### config.mk
export PLATFORM = sky130hd
export DESIGN_NAME = iter_divider
export DESIGN_NICKNAME = d
export VERILOG_FILES = /design/src/rtl/iter_divider_pkg.sv /design/src/rtl/iter_divider_div_step.sv /design/src/rtl/iter_divider.sv
export SDC_FILE = /design/constraint.sdc
export NUM_CORES = 1
export LEC_CHECK = 0
export ABC_AREA = 1
export BUFFER_PORTS_ARGS = -buffer_cell sky130_fd_sc_hd__buf_2
export CAP_MARGIN = 30
export CORE_UTILIZATION = 65
export DETAILED_ROUTE_END_ITERATION = 8
export PLACE_DENSITY = 0.87
export SLEW_MARGIN = 5
export SYNTH_ARGS = -nofsm -noshare
export SYNTH_HDL_FRONTEND = slang
export SYNTH_SLANG_ARGS = --single-unit
### constraint.sdc
create_clock -name clk -period 10.2 [get_ports clk]
set_clock_uncertainty 0.15 [all_clocks]
set_input_delay 2.04 -clock clk [delete_from_list [all_inputs] [get_ports clk]]
set_output_delay 2.04 -clock clk [all_outputs]
set_load 0.02 [all_outputs]
### src/rtl/iter_divider_pkg.sv
// Shared constants for the iterative DIV/DIVU unit: FSM encoding, default
// width and the iteration-counter sizing.
package iter_divider_pkg;

  localparam int DIV_WIDTH = 32;
  localparam int CNT_W     = $clog2(DIV_WIDTH) + 1;

  typedef enum logic [1:0] {
    IDLE = 2'd0,
    CALC = 2'd1,
    FIX  = 2'd2
  } div_state_e;

  // Counter must hold the value WIDTH itself, hence the extra bit.
  function automatic int cnt_width(input int w);
    return $clog2(w) + 1;
  endfunction

endpackage

### src/rtl/iter_divider_div_step.sv
// One restoring shift-subtract iteration: shifts {rem, quo} left by one and
// keeps the subtraction only when it does not go negative.
module iter_divider_div_step #(
  parameter int WIDTH = 32
) (
  input  logic [WIDTH-1:0] rem_i,
  input  logic [WIDTH-1:0] quo_i,
  input  logic [WIDTH-1:0] b_mag_i,
  output logic [WIDTH-1:0] rem_o,
  output logic [WIDTH-1:0] quo_o
);

  logic [WIDTH:0]   shifted;
  logic [WIDTH+1:0] trial;
  logic             unused_ok;

  assign shifted = {rem_i, quo_i[WIDTH-1]};
  // Extra guard bit so the borrow is a clean sign even for a full-range shifted value.
  assign trial   = {1'b0, shifted} - {2'b00, b_mag_i};

  assign rem_o = trial[WIDTH+1] ? shifted[WIDTH-1:0] : trial[WIDTH-1:0];
  assign quo_o = {quo_i[WIDTH-2:0], ~trial[WIDTH+1]};

  // Kept remainder is always below b_mag, so the top bits are provably zero.
  assign unused_ok = ^{shifted[WIDTH], trial[WIDTH]};

endmodule

### src/rtl/iter_divider.sv
// Multi-cycle restoring divider for DIV/DIVU: one quotient bit per cycle,
// sign fix-up in a final cycle, start/busy/done handshake toward the hazard unit.
module iter_divider
  import iter_divider_pkg::*;
#(
  parameter int WIDTH = DIV_WIDTH
) (
  input  logic             clk,
  input  logic             reset,
  input  logic             start,
  input  logic             is_signed,
  input  logic [WIDTH-1:0] dividend,
  input  logic [WIDTH-1:0] divisor,
  output logic             busy,
  output logic             done,
  output logic [WIDTH-1:0] quotient,
  output logic [WIDTH-1:0] remainder,
  output logic             div_by_zero
);

  localparam int CW = cnt_width(WIDTH);

  div_state_e       state_q;
  logic [WIDTH-1:0] rem_q, quo_q, bmag_q;
  logic [WIDTH-1:0] rem_d, quo_d;
  logic [CW-1:0]    cnt_q;
  logic             signed_q, neg_quo_q, neg_rem_q, zero_q;
  logic             busy_q, done_q, dbz_q;
  logic [WIDTH-1:0] quotient_q, remainder_q;

  logic             a_neg, b_neg;
  logic [WIDTH-1:0] a_mag, b_mag;

  // Most negative value negates to itself, which is its correct unsigned magnitude.
  assign a_neg = is_signed & dividend[WIDTH-1];
  assign b_neg = is_signed & divisor[WIDTH-1];
  assign a_mag = a_neg ? ('0 - dividend) : dividend;
  assign b_mag = b_neg ? ('0 - divisor)  : divisor;

  iter_divider_div_step #(.WIDTH(WIDTH)) u_div_step (
    .rem_i   (rem_q),
    .quo_i   (quo_q),
    .b_mag_i (bmag_q),
    .rem_o   (rem_d),
    .quo_o   (quo_d)
  );

  always_ff @(posedge clk or posedge reset) begin
    if (reset) begin
      state_q     <= IDLE;
      rem_q       <= '0;
      quo_q       <= '0;
      bmag_q      <= '0;
      cnt_q       <= '0;
      signed_q    <= 1'b0;
      neg_quo_q   <= 1'b0;
      neg_rem_q   <= 1'b0;
      zero_q      <= 1'b0;
      busy_q      <= 1'b0;
      done_q      <= 1'b0;
      dbz_q       <= 1'b0;
      quotient_q  <= '0;
      remainder_q <= '0;
    end else begin
      done_q <= 1'b0;
      case (state_q)
        IDLE: begin
          if (start) begin
            signed_q  <= is_signed;
            neg_quo_q <= dividend[WIDTH-1] ^ divisor[WIDTH-1];
            neg_rem_q <= dividend[WIDTH-1];
            zero_q    <= (divisor == '0);
            rem_q     <= '0;
            quo_q     <= a_mag;
            bmag_q    <= b_mag;
            cnt_q     <= CW'(WIDTH);
            busy_q    <= 1'b1;
            state_q   <= CALC;
          end
        end
        CALC: begin
          rem_q <= rem_d;
          quo_q <= quo_d;
          cnt_q <= cnt_q - 1'b1;
          if (cnt_q == CW'(1)) state_q <= FIX;
        end
        FIX: begin
          // With a zero divisor the loop leaves |a| in rem, so the sign fix
          // alone restores the original dividend as the remainder.
          quotient_q  <= zero_q ? '1 :
                         (signed_q && neg_quo_q) ? ('0 - quo_q) : quo_q;
          remainder_q <= (signed_q && neg_rem_q) ? ('0 - rem_q) : rem_q;
          dbz_q       <= zero_q;
          done_q      <= 1'b1;
          busy_q      <= 1'b0;
          state_q     <= IDLE;
        end
        default: state_q <= IDLE;
      endcase
    end
  end

  assign busy        = busy_q;
  assign done        = done_q;
  assign quotient    = quotient_q;
  assign remainder   = remainder_q;
  assign div_by_zero = dbz_q;

endmodule

==> flow_metrics.tcl, run 1 <==
set metrics [dict create \
    drc_errors 0 \
    n_antenna_cell 0 \
    initial_core_util 0.6739 \
    path_clk_slew_ns 0.07 \
    drv_slew 0 \
    grt_setup_unrepaired "false" \
    final_cells 2435 \
    cp.arrival_ns 4.45 \
    relSlewSlack 0.3992 \
    hp-class "flop to flop" \
    die_area_sq_um 21020 \
    fmax_mhz 236.3 \
    syn_area_sq_um 13290 \
    synth_area_per_cell_sq_um 6.463 \
    ys_seq_elements 175 \
    grt_pass1_vias 12270 \
    grt_use_total 0.3617 \
    grt_pass1_wl_mm 61.22 \
    crit_required_ns 10.41 \
    outcome "complete, no violations" \
    io_pins 135 \
    synth_cells 2056 \
    post-dp-hpwl_mm 28.05 \
    worst_pin_slew_ns 0.9002 \
    cp-end-kind "flop" \
    drive_gt1_frac 0.1074 \
    grt-ovfl-total 0 \
    num_vias 13700 \
    yosysSeqAreaShare 0.3296 \
    routed_wl_mm 36.59 \
    clockBufferDepth 2 \
    yosysWarnings 0 \
    placed_cells 2403 \
    place.gp.congestion 0.9642 \
    place_area_sq_um 14120 \
    ant_nets 0 \
    layout.nets 2264 \
    totalPowerFinal_mw 5.257 \
    async_reset_ff_frac 1.000 \
    clk_latency_ns 0.46 \
    hold_viol_final 0 \
    layout_min_cycle_time_ns 4.231 \
    fill_cells 1649 \
    core_area_sq_um 19720 \
    max_cap_viol_count 0 \
    vdd_drop_max_uv 156.7 \
    final_util 0.7477 \
    dr.pass1.iters 8 \
    setup_tns_ns 0 \
    grt_max_degree 93 \
    cts_resized 0 \
    cp_max_fo 62 \
    clockRootBuffer "clkbuf_16" \
    die_height_microns 145.0 \
    finalSetupViolCount 0 \
    fin_crit_sh 0.4148 \
    vias_per_cell 5.624 \
    syn_to_final_growth_pct 10.95 \
    fin_ws_ns 5.969 \
    p_leak_nw 7.844 \
    cts_tree "built" \
    criticalPathCategory "input pin to flop" \
    die_w_microns 145.0 \
    cts_buffers 17 \
    cp-start-kind "input pin" \
    syn_nets 2163 \
    yosys_most_used_dff "dfrtp_1" \
    pre_cts_slack_ns 5.561 \
    finalInstanceArea_sq_um 14740 \
    cts_setup_buffers 0 \
    rows 51 \
    power.density_nw_per_um2 356.6 \
    portBuffers 134 \
    synth_top_area_share 0.3296 \
    first_iter_violations 1299 \
    cts_sinks 175 \
    whs_ns 0.3285 \
    synth-edff-count 0 \
    synth_largest_area_cell "dfrtp_1" \
    synth_area_leaders "dfrtp_1, nand2_1, inv_1" \
    synth.distinct_cells 50 \
    htreeDepth 4 \
    ctsHoldBuffers 0 \
    antenna_found_initial 0 \
    wl_per_cell_microns 15.03 \
]
## layout make-up
type                       instances  area, sq um  area share
clock buffer                      19        452.9     0.03072
tap                              265        331.6     0.02249
inverter                         326         1229     0.08334
clock inverter                    13        166.4     0.01129
multi-input combinational       1496         7433      0.5042
sequential                       175         4379      0.2970
timing repair buffer             141        750.7     0.05092
## logic make-up after synthesis
group	share of synthesized area
adders and majority gates	0.03729
AOI/OAI and AO/OA	0.1045
and+or+nand+nor	0.3727
xor gates and xnor gates	0.04284
buffers and inverters	0.1123
DFF	0.3296
muxes	0.0007533
## registers in the layout, summed over array words and instances, names as in the netlist
name	flops
zero_q	1
quotient	32
remainder	32
cnt_q	6
rem_q	32
bmag_q	32
div_by_zero	1
neg_rem_q	1
state_q	2
signed_q	1
neg_quo_q	1
busy	1
quo_q	32
done	1
## synthesized netlist by cell type (15+ instances only)
cell type and instances:
a21oi_1 41, a22oi_1 27, a31oi_1 21, buf_2 17, clkbuf_1 35, dfrtp_1 175, ha_1 38, inv_1 312
nand2_1 636, nand3_1 217, nand3b_1 15, nand4_1 21, nor2_1 187, nor3_1 28, o21ai_0 106, xnor2_1 17
xor2_1 48
## worst max-delay path, stage by stage
cell and delay [ns]:
buf_2 0.10, nand3_2 0.06, buf_4 0.47, inv_2 0.50
nor2_4 0.18, buf_4 0.54, inv_2 0.14, o22ai_1 0.19
a31oi_1 0.07, o21ai_0 0.11
## layout by cell type, fill, tap and decap left out, drive strengths merged, types with 30 or more instances in the layout
master,count
a21oi,43
o21ai,116
xor2,48
nor2,200
ha,38
nand3,224
nor3,30
nand2,646
inv,332
buf,141
dfrtp,175
## report_power, final
part           internal [mW]  leakage [nW]  switching, mW
registers              0.992          2.12          0.341
clock network          0.384         0.303          0.308
logic                   1.11          5.42           2.12
## final timing paths
check,start,to,slack [ns],cells past startpoint
worst max register to register,state_q[1]$_DFFE_PP0P_,quotient[4]$_DFFE_PP0P_,7.09,8
min in group asynchronous,reset,quotient[20]$_DFFE_PP0P_,1.58,2
worst min-delay path,remainder[21]$_DFFE_PP0P_,remainder[21]$_DFFE_PP0P_,0.33,2
worst max-delay path,start,quo_q[31]$_DFFE_PP0P_,5.97,10
max in group asynchronous,reset,rem_q[13]$_DFFE_PP0P_,7.17,4
worst min register to register,remainder[21]$_DFFE_PP0P_,remainder[21]$_DFFE_PP0P_,0.33,2
## layer usage
| layer | track usage | vias to the layer above | part of all wire |
|---|---|---|---|
| li1 | - | 6739 | - |
| met1 | 0.5684 | 6237 | 0.47 |
| met2 | 0.5043 | 672 | 0.41 |
| met3 | 0.06792 | 47 | 0.11 |
| met4 | 0.08883 | 0 | 0.014 |
| met5 | 0 | - | 0 |
Power figures use the tool's default switching activity.
==> inputs of run 2 (changes only) <==
Settings changed: ABC_AREA 1 to 0, CORE_UTILIZATION 65 to 54, PLACE_DENSITY 0.87 to 0.78.
Clock period 10.2 ns to 3.56 ns, I/O delays scaled along.
==> run 2 against run 1 <==
- synthesized cell count shrank 34%
- core utilization decreased by 11 points
- die area rose by 2.5%
- worst setup slack lost 5.8 ns
- design area is 12% lower
- sequential power rose to 3.0 times the previous value
- first-iteration DRC count fell by 45%
==> flow_metrics.tcl, run 2 <==
set metrics [dict create \
    reg2reg_from "quo_q[31]$_DFFE_PP0P_" \
    slowest_stage "a211oi_1" \
    syn_to_final_growth_pct 14.92 \
    portBuffers 134 \
    cp_max_fo 3 \
    synth.distinct_cells 79 \
    die_height_microns 146.8 \
    p_leak_nw 5.720 \
    post-dp-hpwl_mm 21.87 \
    outcome "complete, no violations" \
    cp.arrival_ns 3.57 \
    hold_viol_final 0 \
    yosysWarnings 0 \
    yosysSeqAreaShare 0.3868 \
    dr.pass1.iters 5 \
    finalSetupViolCount 0 \
    core_area_sq_um 20360 \
    syn_area_sq_um 11320 \
    power.density_nw_per_um2 1075 \
    drc_errors 0 \
    yosys.cell_count.top_type "nand2_1" \
    cts_tree "built" \
    place.gp.congestion 0.9590 \
    synth_area_leaders "dfrtp_1, xnor2_1, nand2_1" \
    synth-edff-count 0 \
    hp-class "input pin to asynchronous set/reset pin" \
    grt_max_degree 67 \
    cts_setup_buffers 0 \
    worst_pin_slew_ns 0.8919 \
    clockBufferDepth 2 \
    final_cells 1749 \
    grt_setup_unrepaired "false" \
    ys_top_cells_by_count "nand2_1, dfrtp_1, nor2_1, o21ai_0, a21oi_1" \
    cp-start-kind "flop" \
    setup_tns_ns 0 \
    crit_path_max_incr_delay_ns 0.45 \
    use_met3 0.04565 \
    clk_latency_ns 0.44 \
    num_vias 10210 \
    grt_util_met2 0.3991 \
    mostFrequentLayoutCells "nand2_1, dfrtp_1, buf_2, o21ai_0, nor2_1" \
    routed_wl_mm 29.13 \
    path_cells "inv_1 -> ha_1 -> inv_1 -> fa_1 -> a21oi_1 -> nand4b_1 -> nand2_1 -> a211oi_1 -> a21oi_1 -> a221oi_1 -> xnor2_1 -> o211ai_1 -> o211ai_1" \
    drive_gt1_frac 0.1575 \
    synth_area_per_cell_sq_um 8.367 \
    syn_nets 1460 \
    multi_input_area_sq_um 6440 \
    vias_per_cell 5.838 \
    grt_use_total 0.2776 \
    ctsHoldBuffers 0 \
    io_pins 135 \
    ant_nets 0 \
    vdd_drop_max_uv 477.7 \
    die_w_microns 146.8 \
    reg2reg_depth 13 \
    placed_cells 1717 \
    synth_largest_area_cell "dfrtp_1" \
    antenna_found_initial 0 \
    layout.nets 1573 \
    wl_per_cell_microns 16.66 \
    path_clk_slew_ns 0.08 \
    cts_buffers 17 \
    clockRootBuffer "clkbuf_16" \
    regToRegEndpoint "rem_q[24]$_DFFE_PP0P_" \
    yosys_most_used_dff "dfrtp_1" \
    rows 52 \
    relSlewSlack 0.4041 \
    met1_usage 0.4287 \
    max_cap_viol_count 0 \
    ys_seq_elements 175 \
    grt_pass1_vias 9558 \
    htreeDepth 4 \
    cp-end-kind "flop" \
    final_common_cell "nand2_1" \
    drv_slew 0 \
    crit_required_ns 3.77 \
    grt-ovfl-total 0 \
    fmax_mhz 298.1 \
    cts_resized 0 \
    async_reset_ff_frac 1.000 \
    n_antenna_cell 0 \
    regArea_sq_um 4379 \
    die_area_sq_um 21550 \
    initial_core_util 0.5559 \
    totalPowerFinal_mw 13.99 \
    criticalPathCategory "flop to flop" \
    top_usage_layer "met1" \
    synth_cells 1353 \
    layout_min_cycle_time_ns 3.355 \
    r2r_setup_slack_ns 0.20 \
    fill_cells 1733 \
    cts_sinks 175 \
    grt_pass1_wl_mm 48.44 \
    synth_top_area_share 0.3868 \
    fin_crit_sh 0.9425 \
    first_iter_violations 712 \
]
[run 2: area by class of cell]
cell class	instances	share of cell area
multi-input cells	1045	0.4950
flip-flops and latches	175	0.3366
repair buffers	166	0.07732
clock buffers	17	0.03270
well taps	270	0.02597
inverters	61	0.01789
clock inverters	15	0.01452
[run 2: critical path, delay by kind of cell, from the launching register on]
| kind | cells | cell delay, ns |
|---|---|---|
| AO/OA/AOI/OAI | 6 | 1.46 |
| adder cells (fa/ha/maj) | 2 | 0.57 |
| flip-flops | 1 | 0.41 |
| AND/OR/NAND/NOR | 2 | 0.33 |
| buffers and inverters | 2 | 0.18 |
| XOR/XNOR | 1 | 0.16 |
[run 2: cells by family (layout without fill, tap and decap cells)]
| logic type | after synthesis | after routing | share of synthesized area |
|---|---|---|---|
| AOI/OAI and AO/OA | 401 | 401 | 0.2244 |
| xor gates and xnor gates | 144 | 144 | 0.1114 |
| adders and majority gates | 39 | 39 | 0.04377 |
| buffers and inverters | 133 | 259 | 0.04664 |
| DFF | 175 | 175 | 0.3868 |
| and+or+nand+nor | 461 | 461 | 0.1870 |
[run 2: stage by stage]
stage / area [sq um] / utilization / worst slack (ns) / hold slack, ns
global route: 13010 / 0.6389 / 0.02085 / 0.3432
floorplan: 11320 / - / 0.4593 / 0.2956
global placement: 12380 / 0.6080 / 0.4215 / 0.3068
finish: 13010 / 0.6389 / 0.2049 / 0.3017
detailed placement: 12400 / 0.6087 / 0.3201 / 0.3169
CTS: 13010 / 0.6389 / 0.2929 / 0.3095
[run 2: routing by layer]
layer | vias up | part of all wire
met5 | - | 0
met1 | 4788 | 0.49
li1 | 5011 | -
met2 | 383 | 0.42
met4 | 0 | 0.014
met3 | 28 | 0.078
[run 2: how the worst max path moves through the flow]
stage / startpoint / end / slack (ns)
6_report: quo_q[31]$_DFFE_PP0P_ / rem_q[24]$_DFFE_PP0P_ / 0.20
5_1_grt: quo_q[31]$_DFFE_PP0P_ / rem_q[24]$_DFFE_PP0P_ / 0.02
4_1_cts: quo_q[31]$_DFFE_PP0P_ / rem_q[24]$_DFFE_PP0P_ / 0.29
3_5_place_dp: quo_q[31]$_DFFE_PP0P_ / rem_q[24]$_DFFE_PP0P_ / 0.32
3_3_place_gp: quo_q[31]$_DFFE_PP0P_ / rem_q[24]$_DFFE_PP0P_ / 0.42
2_1_floorplan: reset / bmag_q[0]$_DFFE_PP0P_ / 0.46
[run 2: where the power goes]
| group | total [mW] | internal, mW | leakage (nW) | switching, mW |
|---|---|---|---|---|
| registers | 3.94 | 2.94 | 2.13 | 1.00 |
| clock network | 1.90 | 0.960 | 0.298 | 0.944 |
| logic | 8.15 | 3.43 | 3.29 | 4.72 |
| total | 14.0 | 7.32 | 5.72 | 6.67 |
